### config.mk
export PLATFORM = sky130hd
export DESIGN_NAME = wb_unified_mem_arbiter
export DESIGN_NICKNAME = d
export VERILOG_FILES = /design/src/rtl/wb_unified_mem_arbiter_pkg.sv /design/src/rtl/wb_watchdog_counter.sv /design/src/rtl/wb_unified_mem_arbiter.sv
export SDC_FILE = /design/constraint.sdc
export NUM_CORES = 1
export LEC_CHECK = 0
export BUFFER_PORTS_ARGS = -buffer_cell sky130_fd_sc_hd__buf_2
export CORE_AREA = 2 2 110 112
export DETAILED_ROUTE_END_ITERATION = 16
export DIE_AREA = 0 0 112 114
export HOLD_SLACK_MARGIN = 0.12
export MAX_ROUTING_LAYER = met4
export SETUP_SLACK_MARGIN = 0.2
export SKIP_LAST_GASP = 1
export SLEW_MARGIN = 20
export SYNTH_ARGS = -nofsm -noshare
export SYNTH_HDL_FRONTEND = slang
export SYNTH_SLANG_ARGS = --single-unit
### constraint.sdc
create_clock -name clk -period 2.7 [get_ports clk]
set_input_delay 0.54 -clock clk [delete_from_list [all_inputs] [get_ports clk]]
set_output_delay 0.54 -clock clk [all_outputs]
set_load 0.05 [all_outputs]
### src/rtl/wb_unified_mem_arbiter_pkg.sv
// Shared types and constants for the unified instruction/data memory arbiter.
package wb_unified_mem_arbiter_pkg;

  // Arbiter FSM encodings: idle/arbitrate, fetch bus granted, data bus granted.
  typedef enum logic [1:0] {
    ARB_IDLE  = 2'd0,
    ARB_GNT_I = 2'd1,
    ARB_GNT_D = 2'd2
  } arb_state_t;

  // Default watchdog limit in stalled strobe cycles, and the watchdog counter width.
  localparam int unsigned ARB_DEFAULT_TIMEOUT = 255;
  localparam int unsigned WD_CNT_W            = 8;

  // Counter width used to track back-to-back data grants.
  localparam int unsigned DCONSEC_W = 8;

  // Instruction fetches are always full-word reads.
  localparam logic [3:0] IWB_SEL = 4'hF;

endpackage

### src/rtl/wb_watchdog_counter.sv
// Per-transaction watchdog: counts stalled strobe cycles and raises a
// one-cycle expire pulse when the count reaches LIMIT (LIMIT = 0 disables it).
module wb_watchdog_counter
  import wb_unified_mem_arbiter_pkg::*;
#(
  parameter int unsigned LIMIT = ARB_DEFAULT_TIMEOUT
) (
  input  logic clk,
  input  logic rst,
  input  logic en,
  input  logic clr,
  output logic expire
);

  localparam logic [WD_CNT_W-1:0] LIMIT_C = WD_CNT_W'(LIMIT);

  logic [WD_CNT_W-1:0] count;

  // Count stalled cycles, holding at the limit until the grant is released.
  always_ff @(posedge clk or posedge rst) begin
    if (rst) begin
      count <= '0;
    end else if (clr) begin
      count <= '0;
    end else if (en && (count != LIMIT_C)) begin
      count <= count + 1'b1;
    end
  end

  // Expire only during a still-stalled cycle, so a same-cycle ack wins.
  assign expire = (LIMIT != 0) && en && (count == LIMIT_C);

endmodule

### src/rtl/wb_unified_mem_arbiter.sv
// Shares one Wishbone classic slave port between the fetch (iwb) and data
// (dwb) buses. Data has priority, bounded by an anti-starvation limit, and a
// watchdog terminates cycles the slave never answers.
module wb_unified_mem_arbiter
  import wb_unified_mem_arbiter_pkg::*;
#(
  parameter int unsigned ADDR_W         = 32,
  parameter int unsigned MAX_D_CONSEC   = 4,
  parameter int unsigned TIMEOUT_CYCLES = ARB_DEFAULT_TIMEOUT
) (
  input  logic              clk,
  input  logic              rst,
  input  logic [ADDR_W-1:0] iwb_adr_i,
  input  logic              iwb_cyc_i,
  input  logic              iwb_stb_i,
  output logic [31:0]       iwb_dat_o,
  output logic              iwb_ack_o,
  output logic              iwb_err_o,
  input  logic [ADDR_W-1:0] dwb_adr_i,
  input  logic [31:0]       dwb_dat_i,
  input  logic              dwb_we_i,
  input  logic [3:0]        dwb_sel_i,
  input  logic              dwb_cyc_i,
  input  logic              dwb_stb_i,
  output logic [31:0]       dwb_dat_o,
  output logic              dwb_ack_o,
  output logic              dwb_err_o,
  output logic [ADDR_W-1:0] m_adr_o,
  output logic [31:0]       m_dat_o,
  output logic              m_we_o,
  output logic [3:0]        m_sel_o,
  output logic              m_cyc_o,
  output logic              m_stb_o,
  input  logic [31:0]       m_dat_i,
  input  logic              m_ack_i,
  input  logic              m_err_i,
  output logic [1:0]        grant_o
);

  localparam logic [DCONSEC_W-1:0] MAX_D_C = DCONSEC_W'(MAX_D_CONSEC);

  arb_state_t           state;
  arb_state_t           state_next;
  logic [DCONSEC_W-1:0] d_consec;
  logic [DCONSEC_W-1:0] d_consec_next;
  logic                 req_i;
  logic                 req_d;
  logic                 d_limit_hit;
  logic                 granted;
  logic                 sel_stb;
  logic                 stalled;
  logic                 wd_clr;
  logic                 wd_expire;

  assign req_i       = iwb_cyc_i & iwb_stb_i;
  assign req_d       = dwb_cyc_i & dwb_stb_i;
  assign d_limit_hit = (MAX_D_CONSEC != 0) && (d_consec == MAX_D_C);
  assign granted     = (state == ARB_GNT_I) || (state == ARB_GNT_D);

  // The granted master's raw strobe drives the watchdog, independent of the forced m_stb_o.
  assign sel_stb = ((state == ARB_GNT_I) & iwb_stb_i) | ((state == ARB_GNT_D) & dwb_stb_i);
  assign stalled = sel_stb & ~m_ack_i & ~m_err_i;
  assign wd_clr  = ~granted | m_ack_i | m_err_i;

  wb_watchdog_counter #(
    .LIMIT (TIMEOUT_CYCLES)
  ) u_watchdog (
    .clk    (clk),
    .rst    (rst),
    .en     (stalled),
    .clr    (wd_clr),
    .expire (wd_expire)
  );

  // State register and back-to-back data grant counter.
  always_ff @(posedge clk or posedge rst) begin
    if (rst) begin
      state    <= ARB_IDLE;
      d_consec <= '0;
    end else begin
      state    <= state_next;
      d_consec <= d_consec_next;
    end
  end

  // Arbitration, release and bus/response routing from the current grant.
  always_comb begin
    state_next    = state;
    d_consec_next = d_consec;
    m_adr_o       = '0;
    m_dat_o       = '0;
    m_we_o        = 1'b0;
    m_sel_o       = '0;
    m_cyc_o       = 1'b0;
    m_stb_o       = 1'b0;
    iwb_dat_o     = '0;
    iwb_ack_o     = 1'b0;
    iwb_err_o     = 1'b0;
    dwb_dat_o     = '0;
    dwb_ack_o     = 1'b0;
    dwb_err_o     = 1'b0;
    grant_o       = 2'b00;

    case (state)
      ARB_IDLE: begin
        if (req_d && !(req_i && d_limit_hit)) begin
          state_next = ARB_GNT_D;
          if (!req_i) begin
            d_consec_next = '0;
          end else if (d_consec != MAX_D_C) begin
            d_consec_next = d_consec + 1'b1;
          end
        end else if (req_i) begin
          state_next    = ARB_GNT_I;
          d_consec_next = '0;
        end
      end

      ARB_GNT_I: begin
        m_adr_o   = iwb_adr_i;
        m_sel_o   = IWB_SEL;
        m_cyc_o   = iwb_cyc_i;
        m_stb_o   = iwb_stb_i & ~wd_expire;
        iwb_dat_o = m_dat_i;
        dwb_dat_o = m_dat_i;
        iwb_ack_o = m_ack_i;
        iwb_err_o = m_err_i | wd_expire;
        grant_o   = 2'b01;
        if (!iwb_cyc_i || wd_expire) begin
          state_next = ARB_IDLE;
        end
      end

      ARB_GNT_D: begin
        m_adr_o   = dwb_adr_i;
        m_dat_o   = dwb_dat_i;
        m_we_o    = dwb_we_i;
        m_sel_o   = dwb_sel_i;
        m_cyc_o   = dwb_cyc_i;
        m_stb_o   = dwb_stb_i & ~wd_expire;
        iwb_dat_o = m_dat_i;
        dwb_dat_o = m_dat_i;
        dwb_ack_o = m_ack_i;
        dwb_err_o = m_err_i | wd_expire;
        grant_o   = 2'b10;
        if (!dwb_cyc_i || wd_expire) begin
          state_next = ARB_IDLE;
        end
      end

      default: begin
        state_next = ARB_IDLE;
      end
    endcase
  end

endmodule

==> metrics.yaml, run 1 <==
synth:
  async_flop_share: 1.000
  yosysWarnings: 0
  yosys.area.top_type: "dfrtp_1"
  synth_edf_count: 0
  synthTopCellsByArea: "dfrtp_1 19%, and2_1 18%, a22oi_1 11%"
  synth_nets: 469
  avgSynthCellArea_sq_um: 7.460
  synth_ff_type: "dfrtp_1"
  ys_ff_latch: 18
  synth_top_area_share: 0.1887
  synth_common_cells: "68 x and2_1, 39 x nor2b_1, 35 x a22oi_1"
  syn_inst: 320
  yosysMostFrequentCell: "and2_1"
  yosysSeqAreaShare: 0.1887
  syn-cell-area_sq_um: 2387
  synth.distinct_cells: 39
pwr:
  clkPwrFrac: 0.056
  p_switching_uw: 4065
  pwr-share-comb: 0.890
  powerDensity_nw_per_um2: 1469
  switching_share: 0.6837
  p_total_uw: 5945
  sequentialPowerShare: 0.054
  internal_power_uw: 1880
  cellLeakagePower_uw: 0.002196
  ir_drop_mv: 1.042
detailed_routing:
  drt-initial-drc-count: 127
  routedWlPerCell_um: 14.32
  vias: 3202
  wl_um: 10190
  vias_per_cell: 4.504
  drc: 0
  ant_nets: 0
  firstDrtPassIters: 4
timing:
  tns_ps: 0
  final.min_clock_period_ps: 2448
  drv_slew: 0
  slew_headroom: 0.5072
  fmax_ghz: 0.4085
  worst_pin_slew_ps: 738.4
  fin_skew_ps: 1.461
  finalCritPeriodShare: 0.9066
  setup_viol: 0
  grt_setup_unrepaired: "false"
  final_hold_viol_count: 0
floorplan:
  die_x_um: 112
  rows: 40
  start_util: 0.2038
  die_h_um: 114
  io_pins: 282
  dieArea_sq_um: 12770
  core_area_sq_um: 11710
clock_network:
  cts_hold_buf: 0
  clock_latency_ps: 250
  clock_path_buffers: 2
  root_buffer: "clkbuf_16"
  cts_buffers: 3
  cts_max_level: 1
  cts_tree: "built"
  clk_pin_slew_ps: 60
  clock_sinks: 18
placement:
  io_buffers: 281
  place_congestion: 0.8694
  hpwlAfterDp_um: 8427
  place_area_sq_um: 3874
grt:
  grt_antenna_before_repair: 3
  gr-total-overflow: 0
  grt_max_degree: 74
  grt_usage: 0.1488
  grt_pass1_vias: 2953
  grt_pass1_wl_um: 15090
flow_run:
  drv_cap: 0
layout:
  area_growth_pct: 69.50
  final_layout_size_suffix_gt1_frac: 0.6132
  regArea_sq_um: 450.4
  nets: 711
  fillerInstances: 1238
  final_area_sq_um: 4046
  multi_input_area_sq_um: 1727
critical_path:
  crit_arrival_ps: 1910
  critPathKind: "reg -> out"
  required_ps: 2160
  critPathMaxFanout: 4
  start_kind: "flop"
  endpoint_kind: "output pin"
worst_hold_path:
  hold_path.class: "in -> async"
run_status:
  outcome: "completed"
state kept, by name, summed over array words and instances (netlist names):
| signal | flops |
|---|---|
| u_watchdog.count | 8 |
| d_consec | 8 |
| state | 2 |
metal layers:
metal | GRT usage | wire, um
met1 | 0.1951 | 4422
met2 | 0.2453 | 4976
met3 | 0.02710 | 751
met4 | 0.02520 | 35
met5 | - | 0
worst max-delay path, stage by stage, from the launching register on:
cell and delay, ps:
dfrtp_1 440, inv_2 80, ha_2 210, a22oi_2 280
nor4_4 100, buf_4 160, nor3b_2 140, clkbuf_4 250
cell families (layout without fill, tap and decap cells):
logic type      Yosys count  in the layout  share of synthesized area
fa+ha+maj                 8              8                    0.04193
other cells               0              3                          0
xor+xnor                  6              6                    0.02201
compound gates           62             62                     0.1829
mux                       3              3                    0.01258
buf+inv                  58            299                     0.1415
flops                    18             18                     0.1887
simple gates            165            165                     0.4104
power by group through the flow:
stage,logic [uW],clock network [uW],registers (uW)
floorplan,4380,0,312
global placement,5240,0,315
detailed placement,5280,0,319
CTS,5300,345,315
global route,5540,353,321
finish,5290,334,319
per-stage QoR:
step	utilization	setup WS, ps	hold WS [ps]	instances
after floorplan	-	157.2	478.6	320
after CTS	0.3399	200.3	448.3	703
after global placement	0.3308	260.2	527.1	699
after detailed placement	0.3308	245.3	534.3	699
final	0.3455	252.1	406.6	711
after global routing	0.3455	178.9	493.9	711
cell usage in the layout (no fill, tap or decap), types with 2 or more instances in the layout:
cell / count
mux2i_1: 3
a31oi_1: 2
inv_2: 2
ha_2: 3
clkbuf_8: 2
nor2_1: 12
nor2b_1: 2
nand2b_1: 3
xnor2_1: 4
nor2b_2: 37
inv_1: 3
nand3_1: 9
buf_12: 6
and2_1: 68
or3_1: 2
diode_2: 3
a22oi_1: 34
o21ai_0: 5
o31ai_1: 2
nor4b_1: 2
xor2_1: 2
buf_4: 7
nand4_1: 2
dfrtp_1: 18
and3_1: 2
ha_1: 5
o2bb2ai_1: 2
nand2_1: 13
buf_2: 275
nor4_1: 2
clkbuf_16: 3
or4_1: 3
a21oi_1: 10
area by class of cell:
class,instances,area share
Multi-Input combinational cell,244,0.4267
Clock buffer,4,0.02195
Tap cell,147,0.04545
Sequential cell,18,0.1113
Antenna cell,3,0.001855
Timing Repair Buffer,290,0.3881
Inverter,5,0.004638
worst paths after layout:
check / start / endpoint / slack, ps / depth (start not counted)
min in group clk: u_watchdog.count[6] / u_watchdog.count[6] / 540 / 1
hold / removal: rst / d_consec[6] / 410 / 2
hold reg to reg: u_watchdog.count[6] / u_watchdog.count[6] / 540 / 1
max in group asynchronous: rst / u_watchdog.count[2] / 1820 / 2
setup reg to reg: d_consec[0] / d_consec[5] / 750 / 6
setup / recovery: state[0] / m_stb_o / 250 / 7
what timing repair did:
item	in CTS	in global routing
pin swaps	0	1
setup buffers	0	5
gates resized for setup	4	8
endpoints found under the setup margin	4	17
No activity file was read; power rests on OpenSTA's default activity.
==> run 2, diff against run 1 <==
--- a/config.mk
+++ b/config.mk
@@ -6,11 +6,15 @@
 export NUM_CORES = 1
 export LEC_CHECK = 0
 export BUFFER_PORTS_ARGS = -buffer_cell sky130_fd_sc_hd__buf_2
-export CORE_AREA = 2 2 110 112
+export CELL_PAD_IN_SITES_DETAIL_PLACEMENT = 1
+export CELL_PAD_IN_SITES_GLOBAL_PLACEMENT = 2
+export CORE_MARGIN = 2
+export CORE_UTILIZATION = 15
 export DETAILED_ROUTE_END_ITERATION = 16
-export DIE_AREA = 0 0 112 114
 export HOLD_SLACK_MARGIN = 0.12
 export MAX_ROUTING_LAYER = met4
+export PLACE_DENSITY_LB_ADDON = 0.1
+export REMOVE_ABC_BUFFERS = 1
 export SETUP_SLACK_MARGIN = 0.2
 export SKIP_LAST_GASP = 1
 export SLEW_MARGIN = 20
==> metrics.yaml, run 2 (synthesis results as in run 1) <==
timing:
  slew_headroom: 0.5152  # +0.008006
  fmax_ghz: 0.4117  # +0.77%
  fin_skew_ps: 4.612  # +3.151 ps
  grt_setup_unrepaired: "true"
  tns_ps: 0  # unchanged
  setup_viol: 0  # unchanged
  finalCritPeriodShare: 0.8997  # -0.006951
  drv_slew: 0  # unchanged
  final_hold_viol_count: 0  # unchanged
  worst_pin_slew_ps: 726.4  # -12.00 ps
  final.min_clock_period_ps: 2429  # -18.77 ps
placement:
  io_buffers: 281  # unchanged
  place_congestion: 0.7773  # -11%
  hpwlAfterDp_um: 11000  # +31%
detailed_routing:
  firstDrtPassIters: 6  # +2
  wl_um: 13470  # +32%
  drt-initial-drc-count: 90  # -29%
  vias: 3139  # -2.0%
  drc: 0  # unchanged
  vias_per_cell: 4.019  # -11%
  ant_nets: 0  # unchanged
  routedWlPerCell_um: 17.24  # +20%
clock_network:
  clk_pin_slew_ps: 50  # about the same
  cts_tree: "built"
  root_buffer: "clkbuf_16"
  cts_buffers: 3  # unchanged
  cts_max_level: 1  # unchanged
  clock_path_buffers: 2  # unchanged
  clock_sinks: 18  # unchanged
  clock_latency_ps: 250  # about the same
critical_path:
  crit_chain: "inv_1, ha_4, a22oi_2, nor4_4, buf_4, nor3b_2, buf_6"
  critPathMaxFanout: 4  # unchanged
  rr_worst_depth: 6  # unchanged
  slowest_stage: "dfrtp_1"
  start_kind: "flop"
  required_ps: 2160  # about the same
  crit_buf_inv: 3  # unchanged
  critPathKind: "reg -> out"
  r2r-end: "d_consec[6]"
  endpoint_kind: "output pin"
  worst_path_largest_cell_delay_ps: 400  # -40 ps
  r2r_start: "d_consec[0]"
  crit_arrival_ps: 1890  # -20 ps
  r2r_slack_ps: 550  # -200 ps
  critical_path.top_delay_family: "buffers and inverters"
grt:
  grt_pass1_wl_um: 18250  # +21%
  grt_antenna_before_repair: 3  # unchanged
  grt_usage: 0.1447  # -0.004101
  grt_max_degree: 53  # -28%
  grt_pass1_vias: 2877  # -2.6%
  gr-total-overflow: 0  # unchanged
floorplan:
  die_x_um: 130.2  # +16%
  dieArea_sq_um: 16940  # +33%
  io_pins: 282  # unchanged
  start_util: 0.1519  # -0.05191
  die_h_um: 130.2  # +14%
  rows: 46  # +15%
  core_area_sq_um: 15710  # +34%
layout:
  mostFrequentLayoutCells: "275 x buf_2, 68 x and2_1, 39 x nor2b_1, 34 x a22oi_1, 17 x dfrtp_1"
  area_growth_pct: 70.39
  nets: 713  # +0.28%
  layout_commonest_cell: "buf_2"
  reg.largest.list: "d_consec x8, u_watchdog.count x8, state x2"
  final_layout_size_suffix_gt1_frac: 0.5480  # -0.06515
pwr:
  ir_drop_mv: 0.6053  # -42%
  switching_share: 0.6932  # +0.009450
  powerDensity_nw_per_um2: 1477  # +0.51%
  sequentialPowerShare: 0.053  # about the same
  cellLeakagePower_uw: 0.002186  # -0.49%
  p_total_uw: 6007  # +1.0%
  internal_power_uw: 1843  # -2.0%
  clkPwrFrac: 0.048  # -0.008
  p_switching_uw: 4164  # +2.4%
  pwr-share-comb: 0.898  # +0.008
worst_hold_path:
  hold_path.class: "in -> async"
run_status:
  outcome: "completed"
flow_run:
  drv_cap: 0  # unchanged
## run 2: cell types whose count changed in the layout (fill, tap and decap cells not counted), sizes merged
cell    delta
buf        +3
clkbuf     -3
bufbuf     +1
## run 2: final cells by class
class	instances	area, sq um
Multi-Input combinational cell	244	1654
Sequential cell	18	451.7
Antenna cell	3	7.507
Timing Repair Buffer	292	1590
Tap cell	216	270.3
Clock buffer	3	75.07
Fill cell	1987	11640
Inverter	5	18.77
## run 2: power groups by stage
stage / Combinational, uW / Sequential, uW / Clock, uW
after floorplan: 3870 / 312 / 0
after global placement: 5290 / 317 / 0
after detailed placement: 5290 / 319 / 0
after CTS: 5420 / 316 / 306
after global routing: 5680 / 324 / 311
final: 5400 / 321 / 289
## run 2: repair_timing
item | 4_1_cts | 5_1_grt
cloned | 1 | 0
endpoints found under the setup margin | 35 | 10
gates resized for setup | 14 | 6
pin swaps | 1 | 2
buffers inserted | 2 | 3
hold endpoints to repair | 0 | 0
hold buffers | 0 | 0
## run 2: how the worst max path moves through the flow
| stage | from | cells past startpoint | slack (ps) | to |
|---|---|---|---|---|
| floorplan | state[0] | 6 | -1080 | dwb_err_o |
| global placement | m_err_i | 6 | 220 | iwb_err_o |
| detailed placement | m_err_i | 6 | 240 | dwb_err_o |
| CTS | state[1] | 7 | 190 | m_stb_o |
| global route | u_watchdog.count[2] | 5 | 170 | iwb_err_o |
| finish | state[1] | 7 | 270 | m_stb_o |
## run 2: metal layers
layer / track usage / part of all wire / vias to the layer above
met5: - / 0 / -
met4: 0.01708 / 0.0030 / 0
met3: 0.02706 / 0.081 / 2
met2: 0.2670 / 0.53 / 109
met1: 0.1674 / 0.38 / 1473
li1: - / - / 1555
## run 2: per-stage QoR
step                hold WS (ps)  instances  area, sq um  utilization  worst slack, ps
detailed placement         535.5        769         3830       0.2437            236.6
floorplan                  478.6        267         2068            -            -1075
global route               471.8        781         4068       0.2589            169.6
global placement           528.8        769         3830       0.2437            223.0
finish                     408.8        781         4068       0.2589            270.9
CTS                        448.6        775         4014       0.2555            194.7
